## config.mk

```make
export PLATFORM = sky130hd
export DESIGN_NAME = mmind_param
export DESIGN_NICKNAME = d
export VERILOG_FILES = /design/src/rtl/mmind_pkg.sv /design/src/rtl/mmind_param_btn_edge.sv /design/src/rtl/mmind_param.sv
export SDC_FILE = /design/constraint.sdc
export NUM_CORES = 1
export LEC_CHECK = 0
export BUFFER_PORTS_ARGS = -buffer_cell sky130_fd_sc_hd__buf_2
export CORE_UTILIZATION = 63
export CTS_CLUSTER_SIZE = 25
export DETAILED_ROUTE_END_ITERATION = 8
export HOLD_SLACK_MARGIN = 0.06
export PLACE_DENSITY = 0.93
export SLEW_MARGIN = 25
export SYNTH_ARGS = -nofsm -noshare
export SYNTH_HDL_FRONTEND = slang
export SYNTH_SLANG_ARGS = --single-unit
```

## constraint.sdc

```tcl
create_clock -name clk -period 4.35 [get_ports clk]
set_input_delay 1.0875 -clock clk [delete_from_list [all_inputs] [get_ports clk]]
set_output_delay 1.0875 -clock clk [all_outputs]
set_load 0.02 [all_outputs]
```

## src/rtl/mmind_pkg.sv

```systemverilog
// rtl/mmind_pkg.sv - shared state type and default parameters for the code-breaking game
package mmind_pkg;

    localparam int DEF_PEGS      = 4;
    localparam int DEF_SYM_W     = 2;
    localparam int DEF_MAX_TRIES = 10;

    typedef enum logic [2:0] {
        ST_IDLE,
        ST_READY,
        ST_EXACT,
        ST_NEAR,
        ST_WON,
        ST_LOST
    } state_t;

endpackage

```

## src/rtl/mmind_param_btn_edge.sv

```systemverilog
// rtl/mmind_param_btn_edge.sv - registered rising-edge detector for a level button
//
// Ports:
//   clk    system clock
//   reset  synchronous active-high reset
//   btn_i  level button input
//   rise_o high in the cycle the button is high and was low the cycle before
module btn_edge (
    input  logic clk,
    input  logic reset,
    input  logic btn_i,
    output logic rise_o
);

    // Previous value resets high so a button held through reset release
    // does not look like a fresh press.
    logic prev_q;

    always_ff @(posedge clk) begin
        if (reset) begin
            prev_q <= 1'b1;
        end else begin
            prev_q <= btn_i;
        end
    end

    assign rise_o = btn_i & ~prev_q;

endmodule

```

## src/rtl/mmind_param.sv

```systemverilog
// rtl/mmind_param.sv - parameterised code-breaking game scorer with sequential scan
//
// Ports:
//   clk, reset         system clock, synchronous active-high reset
//   setans_btn         rising edge loads switches as the answer
//   guess_btn          rising edge submits switches as a guess
//   switches           packed code, position k = bits [k*SYM_W +: SYM_W]
//   exact, near        score of the last completed guess
//   attempts           guesses completed since the answer was loaded
//   busy               scan in progress
//   done               one-cycle pulse when the score outputs update
//   win, lose          game-over flags
module mmind_param
    import mmind_pkg::*;
#(
    parameter  int PEGS      = DEF_PEGS,
    parameter  int SYM_W     = DEF_SYM_W,
    parameter  int MAX_TRIES = DEF_MAX_TRIES,
    localparam int CNT_W     = $clog2(PEGS + 1),
    localparam int TRY_W     = $clog2(MAX_TRIES + 1)
) (
    input  logic                  clk,
    input  logic                  reset,
    input  logic                  setans_btn,
    input  logic                  guess_btn,
    input  logic [PEGS*SYM_W-1:0] switches,
    output logic [CNT_W-1:0]      exact,
    output logic [CNT_W-1:0]      near,
    output logic [TRY_W-1:0]      attempts,
    output logic                  busy,
    output logic                  done,
    output logic                  win,
    output logic                  lose
);

    localparam int IDX_W  = (PEGS > 1) ? $clog2(PEGS) : 1;
    localparam int CODE_W = PEGS * SYM_W;

    logic setans_rise;
    logic guess_rise;

    btn_edge u_setans_edge (
        .clk    (clk),
        .reset  (reset),
        .btn_i  (setans_btn),
        .rise_o (setans_rise)
    );

    btn_edge u_guess_edge (
        .clk    (clk),
        .reset  (reset),
        .btn_i  (guess_btn),
        .rise_o (guess_rise)
    );

    state_t           state_q;
    logic [CODE_W-1:0] ans_q;
    logic [CODE_W-1:0] gs_q;
    logic [PEGS-1:0]   ans_used_q;
    logic [PEGS-1:0]   gs_used_q;
    logic [IDX_W-1:0]  i_q;
    logic [IDX_W-1:0]  j_q;
    logic [CNT_W-1:0]  exact_work_q;
    logic [CNT_W-1:0]  near_work_q;
    logic [CNT_W-1:0]  exact_q;
    logic [CNT_W-1:0]  near_q;
    logic [TRY_W-1:0]  attempts_q;
    logic              busy_q;
    logic              done_q;
    logic              win_q;
    logic              lose_q;

    // One symbol pair is examined per cycle, addressed by the index counters.
    logic [SYM_W-1:0] ans_sym_i;
    logic [SYM_W-1:0] ans_sym_j;
    logic [SYM_W-1:0] gs_sym_i;
    logic             exact_hit;
    logic             near_hit;
    logic             last_i;
    logic             last_j;
    logic [CNT_W-1:0] near_d;
    logic [TRY_W-1:0] attempts_d;
    logic             load_ans;

    assign ans_sym_i = ans_q[i_q*SYM_W +: SYM_W];
    assign ans_sym_j = ans_q[j_q*SYM_W +: SYM_W];
    assign gs_sym_i  = gs_q[i_q*SYM_W +: SYM_W];
    assign exact_hit = (ans_sym_i == gs_sym_i);
    assign near_hit  = !gs_used_q[i_q] && !ans_used_q[j_q] && (gs_sym_i == ans_sym_j);
    assign last_i    = (i_q == IDX_W'(PEGS - 1));
    assign last_j    = (j_q == IDX_W'(PEGS - 1));

    // The final NEAR cycle may itself score, so the published count includes it.
    assign near_d     = near_hit ? near_work_q + CNT_W'(1) : near_work_q;
    assign attempts_d = attempts_q + TRY_W'(1);

    // Answer load takes priority over a simultaneous guess; scans ignore it.
    assign load_ans = setans_rise &&
                      (state_q == ST_IDLE || state_q == ST_READY ||
                       state_q == ST_WON  || state_q == ST_LOST);

    always_ff @(posedge clk) begin
        if (reset) begin
            state_q      <= ST_IDLE;
            ans_q        <= '0;
            gs_q         <= '0;
            ans_used_q   <= '0;
            gs_used_q    <= '0;
            i_q          <= '0;
            j_q          <= '0;
            exact_work_q <= '0;
            near_work_q  <= '0;
            exact_q      <= '0;
            near_q       <= '0;
            attempts_q   <= '0;
            busy_q       <= 1'b0;
            done_q       <= 1'b0;
            win_q        <= 1'b0;
            lose_q       <= 1'b0;
        end else begin
            done_q <= 1'b0;
            if (load_ans) begin
                ans_q      <= switches;
                attempts_q <= '0;
                exact_q    <= '0;
                near_q     <= '0;
                win_q      <= 1'b0;
                lose_q     <= 1'b0;
                state_q    <= ST_READY;
            end else begin
                case (state_q)
                    ST_READY: begin
                        if (guess_rise) begin
                            gs_q         <= switches;
                            ans_used_q   <= '0;
                            gs_used_q    <= '0;
                            exact_work_q <= '0;
                            near_work_q  <= '0;
                            i_q          <= '0;
                            j_q          <= '0;
                            busy_q       <= 1'b1;
                            state_q      <= ST_EXACT;
                        end
                    end
                    ST_EXACT: begin
                        if (exact_hit) begin
                            exact_work_q   <= exact_work_q + CNT_W'(1);
                            ans_used_q[i_q] <= 1'b1;
                            gs_used_q[i_q]  <= 1'b1;
                        end
                        if (last_i) begin
                            i_q     <= '0;
                            j_q     <= '0;
                            state_q <= ST_NEAR;
                        end else begin
                            i_q <= i_q + IDX_W'(1);
                        end
                    end
                    ST_NEAR: begin
                        if (near_hit) begin
                            near_work_q     <= near_d;
                            gs_used_q[i_q]  <= 1'b1;
                            ans_used_q[j_q] <= 1'b1;
                        end
                        if (!last_j) begin
                            j_q <= j_q + IDX_W'(1);
                        end else if (!last_i) begin
                            j_q <= '0;
                            i_q <= i_q + IDX_W'(1);
                        end else begin
                            j_q        <= '0;
                            i_q        <= '0;
                            busy_q     <= 1'b0;
                            done_q     <= 1'b1;
                            exact_q    <= exact_work_q;
                            near_q     <= near_d;
                            attempts_q <= attempts_d;
                            if (exact_work_q == CNT_W'(PEGS)) begin
                                win_q   <= 1'b1;
                                state_q <= ST_WON;
                            end else if (attempts_d == TRY_W'(MAX_TRIES)) begin
                                lose_q  <= 1'b1;
                                state_q <= ST_LOST;
                            end else begin
                                state_q <= ST_READY;
                            end
                        end
                    end
                    ST_IDLE, ST_WON, ST_LOST: begin
                        state_q <= state_q;
                    end
                    default: begin
                        state_q <= ST_IDLE;
                    end
                endcase
            end
        end
    end

    assign exact    = exact_q;
    assign near     = near_q;
    assign attempts = attempts_q;
    assign busy     = busy_q;
    assign done     = done_q;
    assign win      = win_q;
    assign lose     = lose_q;

endmodule
```

* Word-level counts from Yosys, hierarchy flattened
Index checks and enable logic that the tools add are counted.
** Storage, ports and cells
- Flip-flop bits (word level) :: 53
- Logic and storage cells :: 135
- Output and inout port bits :: 14
- Input bits :: 12
** Operators by class
- Shift operators :: 3
- Eq/ne operators :: 22
- Bitwise logic cells :: 12
- Order comparisons :: 4
- Muxes and demuxes :: 41
- Add/subtract/negate cells :: 5
- Reductions and logical operators :: 29
** Operator list (count)
- 2-to-1 mux 3 bit :: 10
- AND reduction 5 bit :: 5
- case mux 4 bit (3 select lines) :: 2
- variable part select 8 x 4 -> 2 bit :: 3
- 2-to-1 mux 4 bit :: 5
- AND reduction 4 bit :: 5
- != test 2 bit, second input constant :: 7
- != test 3 bit, second input constant :: 4
- OR 4 bit :: 3
- case mux 2 bit (3 select lines) :: 2
- case mux 3 bit (2 select lines) :: 2
- case mux 3 bit (4 select lines) :: 1
- 2-to-1 mux 2 bit :: 5
- == test 3 bit, second input constant :: 3
- 2-to-1 mux 1 bit :: 9
- NOT 1 bit :: 7
- adder 3 x 1 -> 3 bit, second input constant :: 2
- == test 3 x 2 -> 1 bit, second input constant :: 2
- < comparator 2 x 3 -> 1 bit, second input constant :: 2
- AND reduction 3 bit :: 2
- logical AND 1 bit :: 5
- adder 2 x 1 -> 2 bit, second input constant :: 2
- adder 4 x 1 -> 4 bit, second input constant :: 1
- binary-select mux 1 bit (select 2 bit) :: 2
- other kinds (16) :: 25

* Logic depth before layout (Yosys ltp)
- Depth after elaboration :: 8
- Mapped depth :: 7
- Gate-level depth less buffers :: 6

* By module
From an unflattened synthesis, not the netlist that was laid out.
** Unflattened totals
- Cells, all modules :: 283
- Area total of the unflattened synthesis :: 2601.2 sq um
** By module, submodules not included
- mmind_param :: seq. area each 1021.0 sq um, area each 2536.2 sq um, instances 1, cells an instance 277
- btn_edge :: seq. area each 20.0 sq um, area each 32.5 sq um, instances 2, cells an instance 3

* Least setup slack after synthesis
No wires, ideal clock.
- Path type :: input -> register
- Start point :: input port guess_btn
- End point :: register ans_used_q[0]
- Buffers on the path :: 1
- Library setup time :: 117 ps
- Data arrival time :: 2477 ps
- Stages on the path :: 6
- Data required time :: 4233 ps
- Slack :: 1756 ps
- Cell sequence :: nand2b_1 or3_1 clkbuf_1 nor2_2 nor2_1 a22o_1
** On the way
- Longest elaborated chain between the ends :: 3
** RTL lines
- start: declaration :: line mmind_param.sv:25 : input logic guess_btn,
- bitwise AND 1 bit :: line mmind_param_btn_edge.sv:27 : assign rise_o = btn_i & ~prev_q;
- != test 2 bit (no source line)
- AND reduction 5 bit (no source line)
- end signal: assignment :: line mmind_param.sv:107 : ans_used_q <= '0;
- end signal: assignment :: line mmind_param.sv:135 : ans_used_q <= '0;
- end signal: indexed assignment :: line mmind_param.sv:148 : ans_used_q[i_q] <= 1'b1;
- end: declaration :: line mmind_param.sv:59 : logic [PEGS-1:0] ans_used_q;
Every way passes these cells.
A chain may end at the register's enable or synchronous reset.

* Final worst setup path
- Start point :: input port setans_btn
- End point :: register ans_used_q[1]
** On the way
- Longest elaborated chain between the ends :: 4
** RTL lines
- start: declaration :: line mmind_param.sv:24 : input logic setans_btn,
- bitwise AND 1 bit :: line mmind_param_btn_edge.sv:27
- logical AND 1 bit :: line mmind_param.sv:98 : assign load_ans = setans_rise &&
- NOT 1 bit (no source line)
- AND reduction 5 bit (no source line)
Every way passes these cells.

==> impl_metrics.yaml <==
run_status:
  outcome: "finished, final reports clean"
routing:
  via_per_inst: 6.03
  drtIter0Drc: 141
  dr.pass1.iters: 6
  drt_wl_total_um: 5280
  wl_per_cell_um: 15.3
  num_vias: 2086
  antenna_left: 0
  drcViolationCount: 0
die:
  core_area_um2: 4030
  io_pins: 26
  start_util_pct: 65.9
  num_rows: 23
  fp.dieH_um: 66.9
  die-area_um2: 4480
  die-width_um: 66.9
hold_path:
  hold_path_end: "exact[2]"
  worstHoldPathCells: 2
  hold_class: "flip-flop to flip-flop"
  min-delay-start: "exact[2]"
clock_tree:
  cts_made_buffers: 5
  clock-sinks: 53
  cts_setup_buffers: 0
  clockBufferDepth: 2
  cts_tree: "yes"
  clk_latency_ns: 0.31
  clkTransAtPathRegs_ns: 0.09
  cts-resized-gates: 0
  htree_levels: 2
  ctsHoldBuffers: 0
  root_buffer: "clkbuf_8"
sta:
  fin_ws_ns: 1.79
  whs_ns: 0.456
  period_minus_slack_ns: 2.56
  period_share_pct: 59.0
  maxSlewHeadroom_pct: 53.0
  rsz0062_at_grt: "false"
  tightest_slew_ns: 0.702
  finalMaxSlewViolations: 0
  setup-tns-final_ns: 0
  setup_viol: 0
  finClkSkew_ns: 0.00362
  hold_viol: 0
  max_freq_mhz: 390
global_route:
  grt.overflow.total: 0
  grt_max_degree: 31
  grt_use_total_pct: 26.0
  antenna_found_initial: 0
  gr-usage-met2_pct: 40.4
  busiest_layer: "met2"
  grt_use_met1_pct: 34.6
  met3_usage_pct: 5.31
  grt_pass1_vias: 1872
  grt_pass1_wl_um: 8600
synth:
  syn_inst: 275
  ys_ff_latch: 53
  synthTopCellsByCount: "dfxtp_1 (53), nand2_1 (35), nor2_1 (29)"
  yosysSeqAreaShare_pct: 39.9
  syn_nets: 300
  yosys_most_used_dff: "dfxtp_1"
  netlist_area_um2: 2660
  synth_edf_count: 0
  synth_cell_types: 52
  yosys.cell_count.top_type: "dfxtp_1"
  synth.largest_area_cell: "dfxtp_1"
  ys_warn_count: 0
  syn_avg_cell_area_um2: 9.66
  synth_area_leaders: "dfxtp_1 (40%), ha_1 (6.1%), nand2_1 (4.9%)"
  ys_async_sr_fraction_pct: 0
  synth_top_area_share_pct: 39.9
final_layout:
  antenna_cells: 0
  final_nets: 320
  drive_above_1_share_pct: 19.3
  synthToLayoutAreaGrowth_pct: 9.80
  fin_util_pct: 72.4
  nFillCells: 293
power_and_ir_drop:
  peakVddDrop_mv: 0.283
  power.density_nw_per_um2: 304
  total_power_mw: 0.888
  p_leak_nw: 1.07
critical_path:
  r2r_end: "near_work_q[0]"
  crit_fanout: 10
  r2r_slack_ns: 1.80
  cp-start-kind: "input pin"
  end_kind: "flip-flop"
  reg2reg_from: "i_q[0]"
  crit_type: "input pin to flip-flop"
  reg2reg_depth: 5
  cp.required_ns: 4.56
  arrival_ns: 2.77
placed_design:
  place_ws_ns: 1.47
  gp_congestion: 0.960
  dp_hpwl_um: 3770
  io_buffers: 25
job:
  cap_violations: 0
-- layout by cell type, fill, tap and decap left out, types with 3 or more instances in the layout --
| cell | instances |
|---|---|
| inv_1 | 11 |
| xor2_1 | 3 |
| a32o_1 | 4 |
| xnor2_1 | 3 |
| a211oi_1 | 4 |
| o211ai_1 | 3 |
| mux4_2 | 5 |
| clkbuf_8 | 6 |
| mux4_1 | 3 |
| a31oi_1 | 3 |
| ha_1 | 13 |
| nor3_1 | 6 |
| o21ai_0 | 5 |
| nand2_1 | 35 |
| buf_2 | 25 |
| a22o_1 | 9 |
| nand3_1 | 4 |
| dfxtp_1 | 53 |
| or3_1 | 4 |
| a21oi_1 | 18 |
| mux2i_1 | 10 |
| nor2_1 | 29 |
-- layout make-up --
| class | instances | area, um2 | area share [%] |
|---|---|---|---|
| Multi-Input combinational cell | 197 | 1490 | 51.1 |
| Tap cell | 50 | 62.6 | 2.15 |
| Sequential cell | 53 | 1060 | 36.4 |
| Clock inverter | 2 | 37.5 | 1.29 |
| Timing Repair Buffer | 27 | 140 | 4.80 |
| Clock buffer | 6 | 82.6 | 2.83 |
| Inverter | 11 | 41.3 | 1.42 |
-- critical path, stage by stage --
cell and delay (ns):
buf_2 0.11, nor2b_1 0.14, or3_1 0.36, nor2_2 0.47, nor2_1 0.30, a22o_1 0.30
-- through the flow --
stage,cells,instance area (um2)
global placement,338,2800
floorplan,275,2660
CTS,346,2920
detailed placement,338,2800
global route,346,2920
finish,346,2920
-- where the power goes --
group,switching [mW],internal [mW]
Clock,0.162,0.187
Sequential,0.00446,0.490
Combinational,0.0281,0.0164
Total,0.194,0.693
-- flip-flops by register name (all words and copies together), names as in the netlist --
name                  cells
u_setans_edge.prev_q      1
near                      3
state_q                   3
gs_q                      8
gs_used_q                 4
exact                     3
attempts                  4
win                       1
ans_q                     8
near_work_q               3
done                      1
u_guess_edge.prev_q       1
busy                      1
exact_work_q              3
j_q                       2
lose                      1
i_q                       2
ans_used_q                4
-- worst max path at each step --
stage | startpoint | to | cells past startpoint
finish | setans_btn | ans_used_q[1] | 6
global route | guess_btn | ans_used_q[2] | 6
CTS | setans_btn | ans_used_q[1] | 6
detailed placement | setans_btn | ans_used_q[2] | 6
global placement | guess_btn | ans_used_q[1] | 6
floorplan | guess_btn | ans_used_q[0] | 6
-- cell families (layout without fill, tap and decap cells) --
kind of cell             Yosys count  in the layout  share of synthesized area (%)
AND/OR/NAND/NOR                   97             97                           18.1
buffers and inverters             25             46                           3.91
adder cells (fa/ha/maj)           13             13                           6.12
flip-flops                        53             53                           39.9
XOR/XNOR                           9              9                           3.82
AO/OA/AOI/OAI                     59             59                           16.7
multiplexers                      19             19                           11.4
-- metal layers --
metal / part of all wire (%) / routed length, um
met4: 2.4 / 126
met2: 47 / 2500
met3: 6.4 / 340
met5: 0 / 0
met1: 44 / 2310
Note: power is estimated with default switching activity, not from simulation.
